<file path="src/rtl/pc_seq_pkg.sv">
// Shared types and constants for the program-counter sequencer.
package pc_seq_pkg;

  localparam int PHASE_W = 2;

  localparam logic [31:0] DEF_RESET_VECTOR = 32'hBFC0_0000;
  localparam logic [31:0] DEF_EXC_VECTOR   = 32'hBFC0_0380;

  // Encodings 13..15 are unused and resolve as BR_NONE.
  typedef enum logic [3:0] {
    BR_NONE   = 4'd0,
    BR_J      = 4'd1,
    BR_JAL    = 4'd2,
    BR_JR     = 4'd3,
    BR_JALR   = 4'd4,
    BR_BEQ    = 4'd5,
    BR_BNE    = 4'd6,
    BR_BGEZ   = 4'd7,
    BR_BGEZAL = 4'd8,
    BR_BGTZ   = 4'd9,
    BR_BLEZ   = 4'd10,
    BR_BLTZ   = 4'd11,
    BR_BLTZAL = 4'd12
  } br_op_t;

endpackage

</file>
<file path="src/rtl/br_resolve.sv">
// Combinational branch/jump resolution: taken flag, redirect target and link request.
module br_resolve
  import pc_seq_pkg::*;
(
  input  logic [3:0]  br_op,
  input  logic [31:0] rs,
  input  logic [31:0] rt,
  input  logic [15:0] imm16,
  input  logic [25:0] target26,
  input  logic [31:0] pc,
  output logic        taken,
  output logic [31:0] target,
  output logic        is_link
);

  logic [31:0] pc_plus4;
  logic [31:0] br_target;
  logic [31:0] j_target;
  logic        rs_neg;
  logic        rs_zero;

  assign pc_plus4  = pc + 32'd4;
  assign br_target = pc_plus4 + {{14{imm16[15]}}, imm16, 2'b00};
  assign j_target  = {pc_plus4[31:28], target26, 2'b00};
  // Signed compares against zero reduce to the sign bit and a zero test.
  assign rs_neg    = rs[31];
  assign rs_zero   = (rs == 32'd0);

  always_comb begin
    taken   = 1'b0;
    target  = br_target;
    is_link = 1'b0;
    case (br_op)
      BR_J:      begin taken = 1'b1; target = j_target; end
      BR_JAL:    begin taken = 1'b1; target = j_target; is_link = 1'b1; end
      BR_JR:     begin taken = 1'b1; target = rs; end
      BR_JALR:   begin taken = 1'b1; target = rs; is_link = 1'b1; end
      BR_BEQ:    taken = (rs == rt);
      BR_BNE:    taken = (rs != rt);
      BR_BGEZ:   taken = !rs_neg;
      BR_BGEZAL: begin taken = !rs_neg; is_link = 1'b1; end
      BR_BGTZ:   taken = !rs_neg && !rs_zero;
      BR_BLEZ:   taken = rs_neg || rs_zero;
      BR_BLTZ:   taken = rs_neg;
      BR_BLTZAL: begin taken = rs_neg; is_link = 1'b1; end
      default:   ;
    endcase
  end

endmodule

</file>
<file path="src/rtl/pc_sequencer.sv">
// Multi-cycle program-counter sequencer: phase counter, PC/next-PC tracking,
// optional branch delay slot and exception redirect with EPC capture.
module pc_sequencer
  import pc_seq_pkg::*;
#(
  parameter logic [31:0] RESET_VECTOR = DEF_RESET_VECTOR,
  parameter logic [31:0] EXC_VECTOR   = DEF_EXC_VECTOR,
  parameter int          NUM_PHASES   = 3,
  parameter bit          DELAY_SLOT   = 1'b1
) (
  input  logic               clk,
  input  logic               rst,
  input  logic               stall,
  input  logic [3:0]         br_op,
  input  logic [31:0]        rs,
  input  logic [31:0]        rt,
  input  logic [15:0]        imm16,
  input  logic [25:0]        target26,
  input  logic               exc_req,
  output logic [31:0]        pc,
  output logic [PHASE_W-1:0] phase,
  output logic               commit,
  output logic               link_we,
  output logic [31:0]        link_data,
  output logic               in_delay_slot,
  output logic [31:0]        epc
);

  localparam logic [PHASE_W-1:0] COMMIT_PHASE = PHASE_W'(NUM_PHASES - 1);

  logic [PHASE_W-1:0] phase_q, phase_d;
  logic [31:0]        pc_q, pc_d;
  logic [31:0]        pc_next_q, pc_next_d;
  logic               ids_q, ids_d;
  logic [31:0]        epc_q, epc_d;

  logic               taken;
  logic [31:0]        target;
  logic               is_link;

  br_resolve u_br_resolve (
    .br_op    (br_op),
    .rs       (rs),
    .rt       (rt),
    .imm16    (imm16),
    .target26 (target26),
    .pc       (pc_q),
    .taken    (taken),
    .target   (target),
    .is_link  (is_link)
  );

  assign commit    = (phase_q == COMMIT_PHASE) && !stall;
  assign link_we   = commit && is_link && !exc_req;
  assign link_data = pc_q + (DELAY_SLOT ? 32'd8 : 32'd4);

  always_comb begin
    phase_d   = phase_q;
    pc_d      = pc_q;
    pc_next_d = pc_next_q;
    ids_d     = ids_q;
    epc_d     = epc_q;
    if (!stall) begin
      phase_d = (phase_q == COMMIT_PHASE) ? '0 : phase_q + 1'b1;
    end
    if (commit) begin
      if (exc_req) begin
        // Restart at the branch when the faulting instruction sits in its delay slot.
        pc_d      = EXC_VECTOR;
        pc_next_d = EXC_VECTOR + 32'd4;
        epc_d     = ids_q ? pc_q - 32'd4 : pc_q;
        ids_d     = 1'b0;
      end else if (DELAY_SLOT) begin
        pc_d      = pc_next_q;
        pc_next_d = taken ? target : pc_next_q + 32'd4;
        ids_d     = taken;
      end else begin
        pc_d      = taken ? target : pc_q + 32'd4;
        pc_next_d = pc_d + 32'd4;
        ids_d     = 1'b0;
      end
    end
  end

  always_ff @(posedge clk or negedge rst) begin
    if (!rst) begin
      phase_q   <= '0;
      pc_q      <= RESET_VECTOR;
      pc_next_q <= RESET_VECTOR + 32'd4;
      ids_q     <= 1'b0;
      epc_q     <= 32'd0;
    end else begin
      phase_q   <= phase_d;
      pc_q      <= pc_d;
      pc_next_q <= pc_next_d;
      ids_q     <= ids_d;
      epc_q     <= epc_d;
    end
  end

  assign pc            = pc_q;
  assign phase         = phase_q;
  assign in_delay_slot = ids_q;
  assign epc           = epc_q;

endmodule

</file>
<file path="config.mk">
export PLATFORM = sky130hd
export DESIGN_NAME = pc_sequencer
export DESIGN_NICKNAME = d
export VERILOG_FILES = /design/src/rtl/pc_seq_pkg.sv /design/src/rtl/br_resolve.sv /design/src/rtl/pc_sequencer.sv
export SDC_FILE = /design/constraint.sdc
export NUM_CORES = 1
export LEC_CHECK = 0
export CAP_MARGIN = 20
export CORE_ASPECT_RATIO = 1.75
export CORE_UTILIZATION = 50
export CTS_BUF_LIST = sky130_fd_sc_hd__clkbuf_8 sky130_fd_sc_hd__clkbuf_16
export CTS_CLUSTER_SIZE = 16
export DETAILED_ROUTE_END_ITERATION = 10
export HOLD_SLACK_MARGIN = 0.02
export PLACE_DENSITY = 0.78
export SYNTH_ARGS = -nofsm -noshare
export SYNTH_HDL_FRONTEND = slang
export SYNTH_HIERARCHICAL = 1
export SYNTH_SLANG_ARGS = --single-unit
</file>
<file path="constraint.sdc">
create_clock -name clk -period 5.6 [get_ports clk]
set_input_delay 0.56 -clock clk [delete_from_list [all_inputs] [get_ports clk]]
set_output_delay 0.56 -clock clk [all_outputs]
set_load 0.02 [all_outputs]
</file>
* Yosys cells after proc, flatten, opt, wreduce, memory -nomap -nowiden
Cells that the tools add are included.
Cells by class: reductions and logical operators 17, add/sub/neg operators 6, multiplexer cells 9, equality and inequality tests 15
Operators by type and width (number):
- 32-bit two-way mux | 4
- 32-bit by 3-bit adder with 32-bit output (second input constant) | 2
- 32-bit one-hot mux with 2 select lines | 1
- 32-bit adder | 1
- 32-bit by 4-bit adder with 32-bit output (second input constant) | 1
- 32-bit == test | 1
- 32-bit logical NOT | 1
- 32-bit inequality test | 1
- 32-bit by 3-bit subtractor with 32-bit output (second input constant) | 1
- 4-bit == test (second input constant) | 5
- 4-bit by 3-bit == test with 1-bit output (second input constant) | 4
- 4-bit by 2-bit == test with 1-bit output (second input constant) | 2
- 2-bit OR reduction | 4
- 4-bit OR reduction | 2
- 1-bit one-hot mux with 7 select lines | 1
- 4-bit by 1-bit == test with 1-bit output (second input constant) | 1
- 1-bit logical AND | 4
- 1-bit logical NOT | 4
- 2-bit by 1-bit adder with 2-bit output (second input constant) | 1
- 2-bit == test (second input constant) | 1
- 1-bit two-way mux | 2
- 2-bit two-way mux | 1
- 2-bit AND reduction | 1
- 1-bit logical OR | 1
Storage, ports and cells: bits in registers 99

* Longest topological paths before layout
depth after elaboration 6, mapped depth 18, gate-level depth less buffers 18

* By module
Netlist, hierarchy kept.
By module, submodules not included:
- pc_sequencer | cells an instance 697, seq. area each 2501.1 µm², area each 5900.7 µm², times used 1
- br_resolve | cells an instance 461, seq. area each 0.0 µm², area each 3184.3 µm², times used 1

* Worst setup path before layout
OpenSTA, ideal clock, no wires.
path kind reg-to-reg, start point register pc_q[2], in the netlist pc[2], end point register pc_next_q[31], cell stages (with the launch flop) 18, library setup time 0.060 ns, period minus slack after synthesis 3.866 ns, arrival time 3.806 ns, slack 1.734 ns, data required time 5.540 ns, cells stage by stage dfrtp_1 ha_1 nand2_1 nor3_1 nand2_1 xnor2_1 ha_1 a21oi_1 o21a_1 a21boi_0 o21ai_0 or2_2 a2111o_1 nand3_1 nor2_1 a21oi_1 or2_1 o211a_1
Between the ends: longest elaborated chain between the ends 5
Ends and longest elaborated chain:
- start, declared | RTL line pc_sequencer.sv:32 | logic [31:0] pc_q, pc_d;
- start signal, assigned | RTL line pc_sequencer.sv:94 | pc_q <= pc_d;
- 32-bit by 3-bit adder with 32-bit output (*)
- 32-bit adder | RTL line br_resolve.sv:23 | assign br_target = pc_plus4 + {{14{imm16[15]}}, imm16, 2'b00};
- 32-bit one-hot mux with 2 select lines (*) | RTL line br_resolve.sv:33 | case (br_op)
- via target[31] | RTL line pc_sequencer.sv:38 | logic [31:0] target;
- 32-bit two-way mux (*) | RTL line pc_sequencer.sv:75 | pc_next_d = taken ? target : pc_next_q + 32'd4;
- 32-bit two-way mux (*) | RTL line pc_sequencer.sv:67 | if (exc_req) begin
- end signal, assigned | RTL line pc_sequencer.sv:89 | pc_next_q <= RESET_VECTOR + 32'd4;
- end signal, assigned | RTL line pc_sequencer.sv:95 | pc_next_q <= pc_next_d;
- end, declared | RTL line pc_sequencer.sv:33 | logic [31:0] pc_next_q, pc_next_d;
The timed path passes the listed nets; every way through them passes the cells marked *. A chain may end at the register's enable or synchronous reset.

* Final worst setup path
start point register pc_q[5], in the netlist pc[5], end point register pc_next_q[29]
The elaborated chain is that of the path after synthesis.

==> results by group <==
Yosys
  – Top cells by area, synth: dfrtp_1, xnor2_1, nand2_1
  – FFs w/ async S/R, synth: 100%
  – Number of synthesized flops with an enable pin: 0
  – Primary FF master, synth: dfrtp_1
  – Multiplexer share of the synthesized area: less than 1%
  – Mean post-synth cell area: roughly 8 um^2
  – Largest family of logic cells by synthesized area: simple AND/OR/NAND/NOR gates
  – Compound-Gate Fraction of Synth Area: approximately a fifth
  – Adder-cell area share of the yosys netlist: 5.59%
  – Register area share after synthesis: about 28%
  – Top cell type's share of synthesized area: 22.0%
  – Number of library cell types mapped by synthesis: between 80 and 90
  – Synth top cells by count: nand2_1, xnor2_1, dfrtp_1
  – Top cell type by total area after synthesis: dfrtp_1
  – Synth Instances: around 1200
  – Most frequent cell after synthesis: nand2_1
  – FF+latch count, synth: ~100
  – Post-synthesis net count: about 1300
  – Post-synthesis xor/xnor area fraction: around an eighth
  – Area share of and/or/nand/nor cells after synthesis: about 28%
  – Ys Warns: 6
  – Synthesized cell area: about 9100 um^2

GRT
  – First-pass GRT wire length: about 52 mm
  – Grt ovf: 0
  – Tot GR Track Use: ~36%
  – Largest net degree at the start of global routing: 56
  – Vias in the first global route: approximately 9600
  – Initial antenna violation count: 0

Final layout
  – N_diodes: 0
  – Share of layout cells above drive strength 1: under 10%
  – Register area: around 2500 um^2
  – Final net count: roughly 1500
  – Multi-input logic area: 6210 um^2
  – Area grow syn2layout: 28.5%
  – Fillers: between 1500 and 2000

Route
  – Via count: approximately 9800
  – Via density: 6.25
  – WL/cell: ~21 um
  – Initial DRT Pass Iterations: 8
  – Routed wire length: ~33 mm
  – Drt drc: 0
  – Post-DRT Antenna Nets: 0
  – DRT iter0 DRCs: roughly 710

Timing
  – Fin. Hold Viols: 0
  – Min Clock Period, post-route: approximately 4500 ps
  – Layout Skew: approximately 13 ps
  – Final Max Slew Viols: 0
  – Fmax: 224 MHz
  – Period utilization: around four fifths
  – Hold_ws: approximately 180 ps
  – Setup_tns: 0 ps
  – Final setup violation count: 0
  – Slew headroom: between 40% and 50%
  – RSZ-0062 raised after global routing: false
  – Slew of the pin with the lowest slew margin: around 860 ps

Hold path
  – Hold Crit Class: primary input to asynchronous set/reset pin

CTS
  – CTS tree: done
  – CTS Buf Count: 9
  – Hold Buf Count CTS: 0
  – Worst skew pair latency: 360 ps
  – CTS sink cnt: 99
  – CTS-repair resized insts: 0
  – Clock transition at path regs: ~80 ps
  – Clk buf depth: 2
  – Setup bufs post-CTS: 0
  – H-tree depth: 3
  – CTS root buf: clkbuf_16

Floorplanning
  – Die area: about 19000 um^2
  – Die extent in y: 180 um
  – Initial Utilization: between 50 and 60%
  – Die Width: 104 um
  – Ports: about 220
  – Core area: around 18000 um^2
  – # rows: 64

Worst setup path
  – Crit path required time: between 5000 and 6000 ps
  – Crit path DAT: 4750 ps
  – Critical path type: register to register
  – Worst r2r path cells: 17
  – CP endpoint kind: register
  – Crit Path Max Fanout: 15
  – Crit path cell chain: nand4_1 > nor3_1 > buf_4 > and2_2 > nand2_1 > xnor2_1 > ha_1 > a21oi_1 > o21ai_0 > a2111oi_0 > nor2_1 > o21ba_2 > xor2_1 > o21ai_0 > nor3_1 > o21bai_1 > o221a_1
  – Worst path depth: 17
  – Crit start category: register
  – Slowest-stage cell, CP: dfrtp_1
  – Delay of the slowest cell on the worst path: 630 ps
  – Kind of cell adding the most delay to the critical path: compound AO/OA/AOI/OAI gates
  – Buffers and inverters on the worst path: 1

Power and ir drop
  – VDD IR max: between 0.2 and 0.25 mV
  – Pwr per Cell Area: a little under 500 nW/um^2
  – Lkg Pwr: ~4.7 nW
  – Total design power: 0.00565 W

Place
  – I/O Buffers: about 210
  – Placer Congestion: 1.00
  – Dpl hpwl: between 20 and 30 mm

Status
  – Status: completed

Job
  – MaxCap Viol Count: 0
## placed cells by master (no fill, tap or decap), drive strengths merged, types with 24 or more instances in the layout
| master | synthesis | routed |
|---|---|---|
| o21ai | 116 | 116 |
| a22oi | 27 | 27 |
| xor2 | 40 | 40 |
| a21oi | 61 | 61 |
| nand4 | 46 | 46 |
| nor4 | 24 | 24 |
| xnor2 | 96 | 96 |
| nor2 | 63 | 63 |
| clkdlybuf4s50 | 0 | 213 |
| nand3 | 45 | 45 |
| ha | 39 | 39 |
| dfrtp | 80 | 80 |
| nand2 | 171 | 171 |
| nor3 | 28 | 28 |
| and3 | 26 | 26 |
## sequential cells by signal (all words and copies together) (netlist names)
name and count:
epc 32, pc 32, pc_next_q 32, phase 2
in_delay_slot 1
## cell families (layout without fill, tap and decap cells)
logic type               Yosys count  count (layout)
adder cells (fa/ha/maj)           40              40
AO/OA/AOI/OAI                    303             303
multiplexers                       7               7
XOR/XNOR                         136             136
AND/OR/NAND/NOR                  480             480
buffers and inverters             93             272
flip-flops                        99              99
## path summary, 6_finish.rpt
path / from / to / slack (ps)
max in group asynchronous: rst / pc_next_q[7]$_DFFE_PN0P_ / 4270
worst max-delay path: pc[5]$_DFFE_PN0P_ / pc_next_q[29]$_DFFE_PN1P_ / 1150
min in group clk: epc[22]$_DFFE_PN0P_ / epc[22]$_DFFE_PN0P_ / 480
worst max register to register: pc[5]$_DFFE_PN0P_ / pc_next_q[29]$_DFFE_PN1P_ / 1150
worst min register to register: epc[22]$_DFFE_PN0P_ / epc[22]$_DFFE_PN0P_ / 480
worst min-delay path: rst / epc[26]$_DFFE_PN0P_ / 180
## area by class of cell
class	count	share of cell area, %
Inverter	20	0.643
Clock buffer	9	1.93
Tap cell	231	2.48
Sequential cell	99	21.4
Timing Repair Buffer	236	19.7
Multi-Input combinational cell	966	53.2
Clock inverter	7	0.589
## stage by stage
stage / cells / cell area [um^2] / setup slack (ps) / utilization (%)
final: 1568 / 11700 / 1150 / 66.3
after global routing: 1568 / 11700 / 772 / 66.3
after CTS: 1568 / 11700 / 1320 / 66.3
after detailed placement: 1552 / 11400 / 1380 / 64.6
after global placement: 1552 / 11400 / 1300 / 64.6
after floorplan: 1158 / 9080 / 1730 / -
## per-layer routing
metal	track usage (%)	share of wire [%]	vias to the layer above
li1	-	-	4582
met1	38.1	35	4618
met2	66.6	52	492
met3	3.44	5.6	114
met4	23.1	6.8	0
met5	0	0	-
## where the power goes
part / switching (W) / internal (W)
Sequential: 0.000533 / 0.00105
Combinational: 0.00196 / 0.00146
Clock: 0.000328 / 0.000314
Total: 0.00282 / 0.00283
No activity file was read; power rests on OpenSTA's default activity.
